<file path="src/rtl/icache_fill_server.sv">
// icache_fill_server
// Memory-side responder for instruction-cache line misses. Miss requests
// (at most one outstanding per thread) are queued in arrival order and
// served one at a time on the main-memory read port. Each filled line is
// returned tagged with its requesting thread. Requests at or above
// ADDR_LIMIT are answered with a bus error and never reach memory.
//
// Ports:
//   clock, reset          system clock, asynchronous active-high reset
//   req_valid_miss        miss request strobe (one cycle per request)
//   req_addr_miss         miss physical address
//   req_thread_id_miss    requesting thread
//   mem_req_valid/addr    line-aligned read request to memory
//   mem_req_ready         memory accepts the request this cycle
//   mem_rsp_valid/data    one-cycle read data return
//   rsp_valid_miss        one-cycle fill response strobe
//   rsp_thread_id         thread the response belongs to
//   rsp_data_miss         filled line (zero on bus error)
//   rsp_bus_error         response carries a bus error
//   pending_thr           per-thread outstanding-request flags
//   err_dup               sticky duplicate-request error
module icache_fill_server #(
  parameter int                    NUM_THREADS      = 4,
  parameter int                    THR_ID_WIDTH     = 2,
  parameter int                    ADDR_WIDTH       = 20,
  parameter int                    LINE_WIDTH       = 128,
  parameter int                    LINE_OFFSET_BITS = 4,
  parameter logic [ADDR_WIDTH-1:0] ADDR_LIMIT       = 20'h80000
) (
  input  logic                    clock,
  input  logic                    reset,
  input  logic                    req_valid_miss,
  input  logic [ADDR_WIDTH-1:0]   req_addr_miss,
  input  logic [THR_ID_WIDTH-1:0] req_thread_id_miss,
  output logic                    mem_req_valid,
  output logic [ADDR_WIDTH-1:0]   mem_req_addr,
  input  logic                    mem_req_ready,
  input  logic                    mem_rsp_valid,
  input  logic [LINE_WIDTH-1:0]   mem_rsp_data,
  output logic                    rsp_valid_miss,
  output logic [THR_ID_WIDTH-1:0] rsp_thread_id,
  output logic [LINE_WIDTH-1:0]   rsp_data_miss,
  output logic                    rsp_bus_error,
  output logic [NUM_THREADS-1:0]  pending_thr,
  output logic                    err_dup
);

  localparam int CNT_W = THR_ID_WIDTH + 1;

  typedef enum logic [1:0] {IDLE, ISSUE, WAIT, RESP} state_t;

  state_t state, state_nxt;

  // Queue storage and bookkeeping
  logic [THR_ID_WIDTH-1:0] q_thr  [NUM_THREADS];
  logic [ADDR_WIDTH-1:0]   q_addr [NUM_THREADS];
  logic                    q_bad  [NUM_THREADS];
  logic [THR_ID_WIDTH-1:0] wr_ptr, rd_ptr;
  logic [CNT_W-1:0]        count;

  logic                    head_valid;
  logic [THR_ID_WIDTH-1:0] head_thr;
  logic [ADDR_WIDTH-1:0]   head_addr;
  logic                    head_bad;
  logic                    push, dup, pop;
  logic [NUM_THREADS-1:0]  pend_nxt;

  assign head_valid = (count != '0);
  assign head_thr   = q_thr[rd_ptr];
  assign head_addr  = q_addr[rd_ptr];
  assign head_bad   = q_bad[rd_ptr];

  // A thread already pending is dropped, so the queue can never overflow.
  assign push = req_valid_miss && !pending_thr[req_thread_id_miss];
  assign dup  = req_valid_miss &&  pending_thr[req_thread_id_miss];
  assign pop  = (state == RESP);

  // NOTE: queue storage has no reset; only the pointers and count decide
  // which entries are live, so stale contents after reset are harmless.
  always_ff @(posedge clock) begin
    if (push) begin
      q_thr[wr_ptr]  <= req_thread_id_miss;
      q_addr[wr_ptr] <= {req_addr_miss[ADDR_WIDTH-1:LINE_OFFSET_BITS],
                         {LINE_OFFSET_BITS{1'b0}}};
      q_bad[wr_ptr]  <= (req_addr_miss >= ADDR_LIMIT);
    end
  end

  // NOTE: every sequential assignment is non-blocking so all registers see
  // the pre-edge values of one another regardless of statement order.
  always_ff @(posedge clock or posedge reset) begin
    if (reset) begin
      wr_ptr <= '0;
      rd_ptr <= '0;
      count  <= '0;
    end else begin
      if (push) wr_ptr <= wr_ptr + THR_ID_WIDTH'(1);
      if (pop)  rd_ptr <= rd_ptr + THR_ID_WIDTH'(1);
      case ({push, pop})
        2'b10:   count <= count + CNT_W'(1);
        2'b01:   count <= count - CNT_W'(1);
        default: count <= count;
      endcase
    end
  end

  // Pop clears the head thread's flag; push sets the new thread's flag.
  // They never collide: a same-cycle re-request of the head thread still
  // sees its flag set and is treated as a duplicate.
  // NOTE: each always_comb variable gets a default first so no path leaves
  // it unassigned, which would otherwise infer a latch.
  always_comb begin
    pend_nxt = pending_thr;
    if (pop)  pend_nxt[head_thr]           = 1'b0;
    if (push) pend_nxt[req_thread_id_miss] = 1'b1;
  end

  always_ff @(posedge clock or posedge reset) begin
    if (reset) begin
      pending_thr <= '0;
      err_dup     <= 1'b0;
    end else begin
      pending_thr <= pend_nxt;
      if (dup) err_dup <= 1'b1;
    end
  end

  always_ff @(posedge clock or posedge reset) begin
    if (reset) state <= IDLE;
    else       state <= state_nxt;
  end

  always_comb begin
    state_nxt = state;
    case (state)
      IDLE:    if (head_valid) state_nxt = head_bad ? RESP : ISSUE;
      ISSUE:   if (mem_req_ready) state_nxt = WAIT;
      WAIT:    if (mem_rsp_valid) state_nxt = RESP;
      RESP:    state_nxt = IDLE;
      default: state_nxt = IDLE;
    endcase
  end

  // Response fields are staged while the head is selected in IDLE, so
  // they are already registered by the time RESP drives the strobe. The
  // head does not move until RESP, so these stay valid through the read.
  always_ff @(posedge clock or posedge reset) begin
    if (reset) begin
      mem_req_addr  <= '0;
      rsp_thread_id <= '0;
      rsp_data_miss <= '0;
      rsp_bus_error <= 1'b0;
    end else begin
      if (state == IDLE && head_valid) begin
        rsp_thread_id <= head_thr;
        rsp_bus_error <= head_bad;
        rsp_data_miss <= '0;
        if (!head_bad) mem_req_addr <= head_addr;
      end
      if (state == WAIT && mem_rsp_valid) rsp_data_miss <= mem_rsp_data;
    end
  end

  assign mem_req_valid  = (state == ISSUE);
  assign rsp_valid_miss = (state == RESP);

endmodule

</file>
<file path="config.mk">
export PLATFORM = sky130hd
export DESIGN_NAME = icache_fill_server
export DESIGN_NICKNAME = d
export VERILOG_FILES = /design/src/rtl/icache_fill_server.sv
export SDC_FILE = /design/constraint.sdc
export NUM_CORES = 1
export LEC_CHECK = 0
export BUFFER_PORTS_ARGS = -buffer_cell sky130_fd_sc_hd__buf_2
export CAP_MARGIN = 20
export CORE_ASPECT_RATIO = 2
export CORE_MARGIN = 3
export CORE_UTILIZATION = 45
export CTS_BUF_LIST = sky130_fd_sc_hd__clkbuf_16
export CTS_CLUSTER_SIZE = 12
export DETAILED_ROUTE_END_ITERATION = 10
export PLACE_DENSITY_LB_ADDON = 0.1
export SYNTH_ARGS = -nofsm -noshare
export SYNTH_HDL_FRONTEND = slang
export SYNTH_SLANG_ARGS = --single-unit
</file>
<file path="constraint.sdc">
create_clock -name clock -period 4.46 [get_ports clock]
set_input_delay 0.446 -clock clock [delete_from_list [all_inputs] [get_ports clock]]
set_output_delay 0.446 -clock clock [all_outputs]
set_load 0.01 [all_outputs]
</file>
==> results of run 1 <==
routing by layer:
layer | track usage | wire length, µm
met5 | 0 | 0
met4 | 0.0741 | 539
met1 | 0.238 | 8160
met2 | 0.382 | 12600
met3 | 0.0423 | 1560
worst max path at each step:
stage                                to  slack (ps)             startpoint  cells after the start
after floorplan                count[0]        1970                  reset                      1
after global placement     q_addr[3][3]        1550  req_thread_id_miss[0]                      4
after detailed placement   q_addr[0][3]        1510  req_thread_id_miss[0]                      4
after CTS                 q_addr[1][12]        1800         pending_thr[0]                      3
after global routing      q_addr[1][12]        1670         pending_thr[0]                      3
final                     q_addr[1][12]        1840         pending_thr[0]                      3
layout make-up:
class | instances | area [µm²]
Antenna cell | 2 | 5.00
Tap cell | 259 | 324
Multi-Input combinational cell | 232 | 2330
Inverter | 12 | 48.8
Fill cell | 1568 | 8080
Clock inverter | 14 | 57.6
Timing Repair Buffer | 309 | 1580
Clock buffer | 25 | 626
Sequential cell | 237 | 6310
report_power, final:
group          switching, mW  internal [mW]  leakage, nW  total, mW
clock network          0.790          0.999        0.370       1.79
registers              0.318           2.91         2.76       3.23
logic                   1.53           1.29         2.39       2.82
total                   2.64           5.21         5.51       7.84
state kept, by name, indices dropped and copies added (netlist names), 2 cells and up:
register       count
rsp_data_miss    128
q_addr            64
mem_req_addr      16
q_thr              8
pending_thr        4
q_bad              4
count              3
rd_ptr             2
rsp_thread_id      2
state              2
wr_ptr             2
cells in the final DEF, fill, tap and decap left out, drive strengths merged, types with 2 or more instances in the layout:
cell type	instances
a21o	3
xnor2	3
mux2	19
inv	21
nor3	2
edfxtp	76
nand2	4
clkbuf	25
and2	6
xor2	3
conb	4
mux2i	3
ha	10
a22o	128
clkinv	4
mux4	19
dfrtp	161
nand2b	3
buf	309
o21ai	3
diode	2
nor2b	2
a21oi	3
nor2	7
logic make-up after synthesis:
| kind of cell | after synthesis |
|---|---|
| xor+xnor | 6 |
| compound gates | 144 |
| flops | 237 |
| simple gates | 26 |
| buf+inv | 51 |
| mux | 41 |
| other cells | 1 |
| fa+ha+maj | 11 |
==> flow_summary.toml, run 1 <==
[status]
outcome = "complete, no violations"

[clocking]
clockBufferDepth = 3
clk_pin_slew_worst_paths_ps = 60
hold_buffers = 0
numCtsBuffers = 24
clock_latency_ps = 510
htree_num_levels = 1
cts_root_buf = "clkbuf_16"
clock-sinks = 237
post_cts_buffers = 0
cts_tree = "done"
cts_resized = 0

[detailed_routing]
drtAntennaViolNets = 0
drt_iter0_markers = 375
route.vias.total = 5783
drc_errors = 0
drtPass1Iterations = 4
viasPerCell = 5.31
routed_wl_um = 22900
wl_per_cell_um = 21.0

[placed_design]
io_buffers = 304
dp_slack_ps = 1510
dpl_cell_area_mm2 = 0.0106
dp_hpwl_um = 15600
placedCellCount = 1049
gp_congestion = 0.875

[min_path]
min_path_type = "in -> reg"
holdPathStages = 1
hold_path_startpoint = "req_addr_miss[14]"
hold_end = "q_addr[3][10]"

[critical_path]
cp_top_family = "simple AND/OR/NAND/NOR gates"
crit_path_cell_trace = "mux4_2 > nor2_1 > and2_1"
crit_path_max_incr_delay_ps = 920
critPathMaxFanout = 19
critPathKind = "reg -> reg"
worstRegToRegCells = 3
slowest_stage = "and2_1"
startpoint_type = "flip-flop"
reg2reg_from = "pending_thr[0]"
end_kind = "flip-flop"
required_ps = 4580
cp.arrival_ps = 2740
worst-path-buf-inv = 0
r2r_setup_slack_ps = 1840
reg2reg_to = "q_addr[1][12]"

[final_layout]
design_area_mm2 = 0.0113
stdcell_count = 1090
syn2layout_area_growth_pct = 26.8
nets = 982
final_util = 0.583
drive_gt1_frac = 0.457

[grt]
antenna_found_initial = 1
grt_max_degree = 162
gr-total-overflow = 0
grt_pass1_wl_um = 35100
track_usage = 0.208
grt_pass1_vias = 6014

[yosys]
ys_async_sr_fraction = 0.679
syn_inst = 517
synth_seq_cells = 237
synth_fa_ha_area_frac = 0.0163
yosys_warnings = 0
post-synth-top-count-cell = "dfrtp_1"
yosys.area_share.simple = 0.0181
yosysUniqueCellTypes = 39
synth_edf_count = 76
synth_xor_area_frac = 0.00590
synth_area_leader_cell = "dfrtp_1"
yosysTopAreaCellShare = 0.453
synth_mux_area_frac = 0.0797
ys.flop_type = "dfrtp_1"
synth_top_cells_by_count = "dfrtp_1 (161), a22o_1 (128), edfxtp_1 (76)"
syn_area_mm2 = 0.00890
synth_compound_area_frac = 0.139
synth-seq-area-share = 0.709
synth_top_family_by_area = "compound AO/OA/AOI/OAI gates"
synth_area_per_cell_um2 = 17.2
ys_top_cells_by_area = "dfrtp_1 (45%), edfxtp_1 (26%), a22o_1 (13%), mux4_2 (4.8%), mux2_4 (1.7%)"

[sta]
rsz0062_at_grt = "no"
drv_slew = 0
fin_crit_ps = 2620
period_share = 0.586
max_clock_freq_mhz = 382
slew_headroom = 0.283
timing.hold.ws_ps = 146
worst_slew_pin_slew_ps = 1080
clock_skew_ps = 9.23
setup_viol = 0
layout_setup_ws_ps = 1840
hold_viol = 0
tns_ps = 0

[die]
start_util = 0.460
fp.dieW_um = 105
num_rows = 72
core_mm2 = 0.0194
die_y_um = 205
dieArea_mm2 = 0.0216
pin_count = 313

[power_and_ir_drop]
power_leakage_nw = 5.51
total_power_mw = 7.84
pwr_density_cell_mw_per_mm2 = 695
vdd_ir_drop_max_v = 0.000591

[run]
drv_cap = 0
(Power assumes the default switching activity.)
==> run 2: changes to the inputs <==
--- a/config.mk
+++ b/config.mk
@@ -9,7 +9,7 @@
 export CAP_MARGIN = 20
 export CORE_ASPECT_RATIO = 2
 export CORE_MARGIN = 3
-export CORE_UTILIZATION = 45
+export CORE_UTILIZATION = 50
 export CTS_BUF_LIST = sky130_fd_sc_hd__clkbuf_16
 export CTS_CLUSTER_SIZE = 12
 export DETAILED_ROUTE_END_ITERATION = 10
==> constraint.sdc (replaced) <==
create_clock -name clock -period 2.7 [get_ports clock]
set_input_delay 0.27 -clock clock [delete_from_list [all_inputs] [get_ports clock]]
set_output_delay 0.27 -clock clock [all_outputs]
set_load 0.01 [all_outputs]
==> flow_summary.toml, run 2 (synthesis results as in run 1) <==
[grt]
antenna_found_initial = 2
track_usage = 0.260
grt_use_met2 = 0.452
grt_max_degree = 51
top_usage_layer = "met2"
grt_pass1_wl_um = 39500
use_met1 = 0.288
grt_pass1_vias = 7095
gr-total-overflow = 0
met3_usage = 0.0564

[clocking]
cts_tree = "done"
clockBufferDepth = 3
clk_pin_slew_worst_paths_ps = 60
clock_latency_ps = 500
clock-sinks = 237
htree_num_levels = 1
cts_root_buf = "clkbuf_16"
numCtsBuffers = 24

[final_layout]
nets = 1118
syn2layout_area_growth_pct = 41.7
final_common_cell = "buf_2"
final_cell_mix = "buf_2 (304), dfrtp_1 (161), a22o_1 (128)"
regMostFlops = "rsp_data_miss"
reg_top3 = "rsp_data_miss (128), q_addr (64), mem_req_addr (16)"
drive_gt1_frac = 0.411
final_util = 0.727
design_area_mm2 = 0.0126
largest_reg_flops = 128

[status]
outcome = "complete, no violations"

[die]
start_util = 0.513
pin_count = 313
fp.dieW_um = 100
die_y_um = 195
core_mm2 = 0.0174
num_rows = 68
dieArea_mm2 = 0.0195

[critical_path]
critPathMaxFanout = 50
slowest_stage = "a21boi_4"
crit_path_cell_trace = "inv_1 > ha_1 > or2b_4 > a21boi_4 > buf_12 > a22o_1"
startpoint_type = "flip-flop"
cp.arrival_ps = 2550
crit_path_max_incr_delay_ps = 450
end_kind = "flip-flop"
required_ps = 3120
critPathKind = "reg -> reg"

[power_and_ir_drop]
vdd_ir_drop_max_v = 0.000764
pwr_density_cell_mw_per_mm2 = 1070
power_leakage_nw = 6.12
total_power_mw = 13.4

[min_path]
min_path_type = "in -> reg"

[placed_design]
gp_congestion = 0.925
dp_hpwl_um = 17100
dpl_cell_area_mm2 = 0.0107
io_buffers = 304

[detailed_routing]
drtAntennaViolNets = 0
route.vias.total = 6520
wl_per_cell_um = 21.9
drtPass1Iterations = 4
drc_errors = 0
viasPerCell = 5.55
routed_wl_um = 25700
drt_iter0_markers = 203

[sta]
setup_viol = 0
worst_slew_pin_slew_ps = 674
rsz0062_at_grt = "no"
fin_crit_ps = 2120
hold_viol = 0
drv_slew = 0
timing.hold.ws_ps = 5.17
slew_headroom = 0.550
clock_skew_ps = 12.3
max_clock_freq_mhz = 471
period_share = 0.786
tns_ps = 0

[run]
drv_cap = 0
run 2: worst max-delay path: cells and delay by family (launching register included):
kind,cells,cell delay (ps)
compound gates,2,680
flops,1,410
buf+inv,2,390
simple gates,1,290
fa+ha+maj,1,240
run 2: report_power, final:
part / leakage [nW] / internal [mW] / total (mW) / switching (mW)
Sequential: 2.76 / 4.81 / 5.40 / 0.587
Clock: 0.365 / 1.65 / 2.92 / 1.27
Combinational: 3.00 / 2.44 / 5.12 / 2.68
Total: 6.12 / 8.90 / 13.4 / 4.54
run 2: through the flow:
stage	worst slack, ps	std cells
after floorplan	387	520
after global placement	534	1017
after detailed placement	550	1017
after CTS	637	1171
after global routing	507	1175
final	579	1175
run 2: timing repair:
item	4_1_cts	5_1_grt
resized for setup	0	0
hold endpoints to repair	185	2
setup buffers	0	0
hold buffers	117	2
run 2: routing by layer:
metal	routed length, µm	part of all wire	up-vias
li1	-	-	2837
met1	8830	0.34	3261
met2	13400	0.52	321
met3	1860	0.072	101
met4	1620	0.063	0
met5	0	0	-
run 2: final cells by class:
cell class,count,area [µm²]
flip-flops and latches,237,6310
fillers,1090,4740
repair buffers,445,2980
multi-input cells,232,2330
clock buffers,25,626
well taps,210,263
clock inverters,12,52.6
inverters,12,48.8
diodes,2,5.00
run 2: path summary, 6_finish.rpt:
| check | startpoint | endpoint | slack, ps | depth (start not counted) |
|---|---|---|---|---|
| worst max-delay path | state[0] | rsp_data_miss[14] | 580 | 6 |
| worst min-delay path | mem_rsp_data[101] | rsp_data_miss[101] | 5 | 2 |
| worst max register to register | state[0] | rsp_data_miss[14] | 580 | 6 |
| worst min register to register | err_dup | err_dup | 460 | 1 |
| max in group asynchronous | reset | mem_req_addr[6] | 1450 | 4 |
| min in group asynchronous | reset | rsp_data_miss[4] | 440 | 3 |
